File: src/rtl/sram_initiator_pkg.sv
// Shared definitions for the word-to-byte SRAM initiator: FSM encoding,
// word geometry and the byte-offset to data-lane mapping.
package sram_initiator_pkg;

  typedef enum logic [1:0] {
    ST_IDLE,
    ST_ACCESS,
    ST_DRAIN,
    ST_DONE
  } state_e;

  localparam int BYTES_PER_WORD = 4;

  function automatic logic [1:0] lane_of(input logic [1:0] offset, input logic big_endian);
    return big_endian ? (2'd3 - offset) : offset;
  endfunction

endpackage

File: src/rtl/sram_word_initiator.sv
// Turns one 32-bit word request into four sequential byte accesses on an
// 8-bit synchronous SRAM port with one-cycle read latency.
module sram_word_initiator
  import sram_initiator_pkg::*;
#(
  parameter int ADDR_WIDTH = 12,
  parameter bit BIG_ENDIAN = 1'b1
) (
  input  logic                  clock,
  input  logic                  reset,
  input  logic                  requestValid,
  output logic                  requestReady,
  input  logic                  requestWrite,
  input  logic [ADDR_WIDTH-1:0] requestAddress,
  input  logic [31:0]           requestWriteData,
  input  logic [3:0]            requestByteEnables,
  output logic                  responseValid,
  output logic [31:0]           responseReadData,
  output logic                  sramWriteEnable,
  output logic [ADDR_WIDTH-1:0] sramAddress,
  output logic [7:0]            sramDataOut,
  input  logic [7:0]            sramDataIn
);

  localparam logic [1:0] LAST_OFFSET = 2'(BYTES_PER_WORD - 1);

  state_e                state_q;
  logic [1:0]            k_q;
  logic                  write_q;
  logic [ADDR_WIDTH-3:0] base_q;
  logic [31:0]           wdata_q;
  logic [3:0]            be_q;
  logic [31:0]           rdata_q;
  logic                  rvalid_q;
  logic                  ready_q;
  logic                  sram_we_q;
  logic [ADDR_WIDTH-1:0] sram_addr_q;
  logic [7:0]            sram_dout_q;

  logic                  accept;
  logic [1:0]            issue_off_d;
  logic [1:0]            issue_lane_d;
  logic [ADDR_WIDTH-3:0] issue_base_d;
  logic [31:0]           issue_word_d;
  logic [3:0]            issue_be_d;
  logic                  issue_wr_d;
  logic [7:0]            issue_byte_d;
  logic                  issue_we_d;
  logic [1:0]            cap_lane_d;
  logic                  unused_addr_lsbs;

  assign accept           = requestValid & ready_q;
  assign unused_addr_lsbs = ^requestAddress[1:0];

  // Offset 0 is issued on the accept edge straight from the request inputs,
  // later offsets come from the latched copy.
  always_comb begin
    issue_off_d  = accept ? 2'd0 : (k_q + 2'd1);
    issue_base_d = accept ? requestAddress[ADDR_WIDTH-1:2] : base_q;
    issue_word_d = accept ? requestWriteData : wdata_q;
    issue_be_d   = accept ? requestByteEnables : be_q;
    issue_wr_d   = accept ? requestWrite : write_q;
    issue_lane_d = lane_of(issue_off_d, BIG_ENDIAN);
    issue_byte_d = issue_word_d[{issue_lane_d, 3'b000} +: 8];
    issue_we_d   = issue_wr_d & issue_be_d[issue_lane_d];
    cap_lane_d   = lane_of((state_q == ST_DRAIN) ? LAST_OFFSET : (k_q - 2'd1), BIG_ENDIAN);
  end

  always_ff @(posedge clock) begin
    if (reset) begin
      state_q     <= ST_IDLE;
      k_q         <= 2'd0;
      write_q     <= 1'b0;
      base_q      <= '0;
      wdata_q     <= '0;
      be_q        <= '0;
      rdata_q     <= '0;
      rvalid_q    <= 1'b0;
      ready_q     <= 1'b1;
      sram_we_q   <= 1'b0;
      sram_addr_q <= '0;
      sram_dout_q <= '0;
    end else begin
      rvalid_q <= 1'b0;
      unique case (state_q)
        ST_IDLE: begin
          if (accept) begin
            write_q     <= requestWrite;
            base_q      <= requestAddress[ADDR_WIDTH-1:2];
            wdata_q     <= requestWriteData;
            be_q        <= requestByteEnables;
            k_q         <= 2'd0;
            ready_q     <= 1'b0;
            state_q     <= ST_ACCESS;
            sram_addr_q <= {issue_base_d, issue_off_d};
            sram_dout_q <= issue_byte_d;
            sram_we_q   <= issue_we_d;
          end
        end
        ST_ACCESS: begin
          // Read byte k-1 returns while byte k is being addressed.
          if (!write_q && (k_q != 2'd0)) begin
            rdata_q[{cap_lane_d, 3'b000} +: 8] <= sramDataIn;
          end
          if (k_q == LAST_OFFSET) begin
            sram_we_q <= 1'b0;
            if (write_q) begin
              state_q  <= ST_DONE;
              rvalid_q <= 1'b1;
            end else begin
              state_q <= ST_DRAIN;
            end
          end else begin
            k_q         <= issue_off_d;
            sram_addr_q <= {issue_base_d, issue_off_d};
            sram_dout_q <= issue_byte_d;
            sram_we_q   <= issue_we_d;
          end
        end
        ST_DRAIN: begin
          rdata_q[{cap_lane_d, 3'b000} +: 8] <= sramDataIn;
          state_q  <= ST_DONE;
          rvalid_q <= 1'b1;
        end
        ST_DONE: begin
          state_q <= ST_IDLE;
          ready_q <= 1'b1;
        end
        default: begin
          state_q <= ST_IDLE;
          ready_q <= 1'b1;
        end
      endcase
    end
  end

  assign requestReady     = ready_q;
  assign responseValid    = rvalid_q;
  assign responseReadData = rdata_q;
  assign sramWriteEnable  = sram_we_q;
  assign sramAddress      = sram_addr_q;
  assign sramDataOut      = sram_dout_q;

endmodule
File: config.mk
export PLATFORM = sky130hd
export DESIGN_NAME = sram_word_initiator
export DESIGN_NICKNAME = d
export VERILOG_FILES = /design/src/rtl/sram_initiator_pkg.sv /design/src/rtl/sram_word_initiator.sv
export SDC_FILE = /design/constraint.sdc
export NUM_CORES = 1
export LEC_CHECK = 0
export CAP_MARGIN = 5
export CELL_PAD_IN_SITES_DETAIL_PLACEMENT = 1
export CELL_PAD_IN_SITES_GLOBAL_PLACEMENT = 2
export CORE_MARGIN = 1.5
export CORE_UTILIZATION = 25
export CTS_BUF_LIST = sky130_fd_sc_hd__clkbuf_8 sky130_fd_sc_hd__clkbuf_16
export DETAILED_ROUTE_END_ITERATION = 16
export PLACE_DENSITY_LB_ADDON = 0.1
export SYNTH_ARGS = -nofsm -noshare
export SYNTH_HDL_FRONTEND = slang
export SYNTH_SLANG_ARGS = --single-unit
File: constraint.sdc
create_clock -name clock -period 3.5 [get_ports clock]
set_clock_uncertainty 0.2 [all_clocks]
set_input_delay 0.525 -clock clock [delete_from_list [all_inputs] [get_ports clock]]
set_output_delay 0.525 -clock clock [all_outputs]
set_load 0.005 [all_outputs]
==> impl_summary.txt <==
----------------------------------------------------
[Final layout]
  Total of fill cells in the finished design ... 2074
  Fraction of final layout cells with drive strength greater than 1 ... 7.034%
  Layout net count ... 719
  Layout overhead on the synthesized area ... 36.31%
  Most frequent cells in the layout ... nand2_1 (136), clkdlybuf4s50_1 (111), dfxtp_1 (106)
  Non-filler instance count after layout ... 883
  Most common cell after layout, fill and taps aside ... nand2_1
  Final core occ ... 34.88%
  Number of diodes ... 0

[Die]
  Die Outline Area ... 19340 um2
  Vertical extent of the die ... 139.1 um
  Initial cell density of the core ... 25.59%
  Chip Width ... 139.1 um
  Total number of placement rows ... 49
  Number of top-level pins ... 115
  Placeable core area ... 18090 um2

[Run]
  Number of max-cap violations ... 0

[Clock network]
  Number of buffers added by the clock tree synthesis step ... 9
  Later-pin clock latency in the skew report ... 0.36 ns
  Post-CTS clock slew at the launch and capture registers of the worst setup and hold paths ... 0.07 ns
  Maximum clock insertion buffer count ... 2
  Maximum level of the CTS H-tree ... 3
  Buffer type at the clock tree root ... clkbuf_16
  Number of hold buffers added after CTS ... 0
  Post-CTS sizing ... 0
  Clock sinks ... 106
  TritonCTS clock tree ... done
  Setup Fix Bufs, Post-CTS ... 0

[Critical path]
  Critical Path, Cell by Cell ... inv_1 > ha_1 > nor2b_1 > inv_1 > ha_1 > nor4_4 > nand3_1 > a21oi_1
  Reg-to-reg setup timing slack ... 0.83 ns
  Arrival time worst endpoint ... 2.75 ns
  CP top delay family ... simple AND/OR/NAND/NOR gates
  Critical path destination ... responseReadData[23]
  Maximum single-stage delay on the critical path ... 0.48 ns
  Type of element capturing the critical path ... register
  Launch point of the critical path ... state_q[0]
  Critical path's slowest cell ... nor4_4
  R2R cell count ... 8
  Crit path kind ... reg -> reg
  Startpoint Class ... register
  Buffers & Inverters on Critical Path ... 2
  RR Startpoint ... state_q[0]
  Depth of the critical timing path with buffers and inverters included ... 8
  Maximum fanout along the worst path ... 11
  R2R Path End ... responseReadData[23]
  Required time of the critical path ... 3.58 ns

[Yosys]
  Gate count after technology mapping ... 553
  Cell Area, Synth ... 4628 um2
  Total nets after synthesis ... 623
  Library cell occupying the most area in the post-synthesis netlist ... dfxtp_1
  Number of synthesized flops with an enable pin ... 0
  Count of unique library cells instantiated by Yosys ... 42
  Count of state elements after synthesis ... 106
  Avg Synthesized Cell Area ... 8.369 um2
  Share of flip-flops with an asynchronous set or reset ... 0%
  Synth Flop Type ... dfxtp_1
  Top-area cell type share of the netlist area ... 45.85%
  Main area contributors after synthesis ... dfxtp_1 (46%), nand2_1 (11%), a21oi_1 (7.6%)
  Synthesis Warnings ... 0
  Sequential share of the synthesized area ... 45.85%

[Timing]
  Measured slew at the worst slew-check pin ... 0.8601 ns
  Setup-failing EPs final ... 0
  Relative slew slack ... 42.66%
  Slew Limit Fails ... 0
  RSZ-0062 raised after global routing ... false
  Tmin final ... 2.674 ns
  Share of the clock period used by the worst path ... 76.40%
  Hold Fails Final Rpt ... 0
  Sum of negative setup slack ... 0 ns
  Achievable clock frequency ... 374.0 MHz

[GRT]
  Antenna violations before repair ... 1
  Wire length of the first global-routing pass ... 23050 um
  Maximum number of pins on one net before global-route repair ... 75
  Vias in the first global route ... 4299
  Total grt overflow ... 0
  Overall fraction of global-route tracks in use ... 15.19%

[Status]
  Violated checks ... design-rule violations
  Result of the run ... complete, but fails checks

[Route]
  Number of vias after detailed routing ... 4136
  Detailed-route wire length per cell ... 16.19 um
  Post-DRT Antenna Nets ... 0
  Ratio of routed vias to standard cells ... 4.684
  DRT Wirelength ... 14300 um
  DRC viols ... 5
  Drt first-iter violations ... 96
  Number of iterations in the first detailed-routing pass ... 12

[Power and ir drop]
  Net switching component of the power ... 1.806 mW
  Worst IR Drop VDD ... 0.2694 mV
  Sw Share ... 37.78%
  Comb power frac ... 42.9%
  Standby leakage power ... 2.233 nW
  Power Dens Cells ... 757.5 nW/um2
  Seq pwr share ... 33.4%
  Cell-internal power ... 2.973 mW
  Clk pwr share ... 23.7%

[Place]
  Count of port buffers added during placement ... 112
  Routability congestion estimate from global placement ... 0.7178
  Post-placement cell count ... 867
  Post-detailed-placement half-perimeter wirelength ... 9982 um

[Min path]
  Worst hold path type ... reg -> reg

----------------------------------------------------
layout make-up:
cell class | instances | area, um2 | share of cell area, %
tap | 229 | 286.5 | 4.542
clock inverter | 6 | 88.84 | 1.408
inverter | 8 | 30.03 | 0.4760
clock buffer | 10 | 239.0 | 3.788
timing repair buffer | 124 | 1221 | 19.36
multi-input combinational | 400 | 2321 | 36.79
sequential | 106 | 2122 | 33.64
power groups by stage:
stage	Sequential, mW	Clock, mW	Combinational, mW
finish	1.60	1.13	2.05
global route	1.63	1.22	2.30
CTS	1.60	1.18	2.10
detailed placement	1.63	0	2.10
global placement	1.62	0	2.04
floorplan	1.60	0	1.35
kinds of logic (layout without fill, tap and decap cells):
kind of cell    count (synthesis)  after routing  synth area share, %
mux                            35             35                7.624
flops                         106            106                45.85
fa+ha+maj                      10             10                2.703
simple gates                  249            249                23.55
buf+inv                        47            148                4.353
compound gates                106            106                15.92
cells in the mapped netlist (all sizes together), types with 2 or more instances:
master,n
nand3,12
nor3,8
a21bo,2
mux2i,33
nand2,137
inv,8
nand2b,3
mux2,2
a2111oi,8
nor3b,2
a21oi,70
nor2,54
a311oi,10
clkbuf,21
a211o,2
ha,10
and2,17
dfxtp,106
a21boi,3
a211oi,2
buf,18
o21ai,4
nand4,9
worst min path at each step:
stage,endpoint,depth (start not counted),startpoint,slack [ns]
finish,be_q[0],2,be_q[0],0.25
global route,base_q[2],2,base_q[2],0.27
CTS,be_q[0],2,be_q[0],0.26
detailed placement,base_q[5],2,base_q[5],0.25
global placement,base_q[1],2,base_q[1],0.24
floorplan,be_q[1],2,be_q[1],0.23
per-stage QoR:
step	power [mW]	hold WS, ns	area, um2	worst slack (ns)
5_1_grt	5.147	0.2726	6309	0.5672
2_1_floorplan	2.953	0.2329	4628	0.6314
6_report	4.779	0.2546	6309	0.8261
4_1_cts	4.884	0.2594	6309	0.7827
3_3_place_gp	3.659	0.2415	5981	0.6376
3_5_place_dp	3.724	0.2486	5981	0.6140
worst reg2reg max path, delay by kind of cell, from the launching register on:
family | cells | cell delay, ns
AO/OA/AOI/OAI | 1 | 0.18
AND/OR/NAND/NOR | 3 | 0.90
buffers and inverters | 2 | 0.26
flip-flops | 1 | 0.36
adder cells (fa/ha/maj) | 2 | 0.69
registers in the layout, summed over array words and instances, names as in the netlist:
register	count
state_q	2
wdata_q	32
sramWriteEnable	1
responseValid	1
requestReady	1
sramDataOut	8
sramAddress	12
write_q	1
base_q	10
be_q	4
k_q	2
responseReadData	32
metal layers:
metal / wire (um) / track usage, %
met5: 0 / 0
met4: 220 / 6.047
met3: 488 / 2.452
met2: 7283 / 27.11
met1: 6302 / 18.18
No activity file was read; power rests on OpenSTA's default activity.
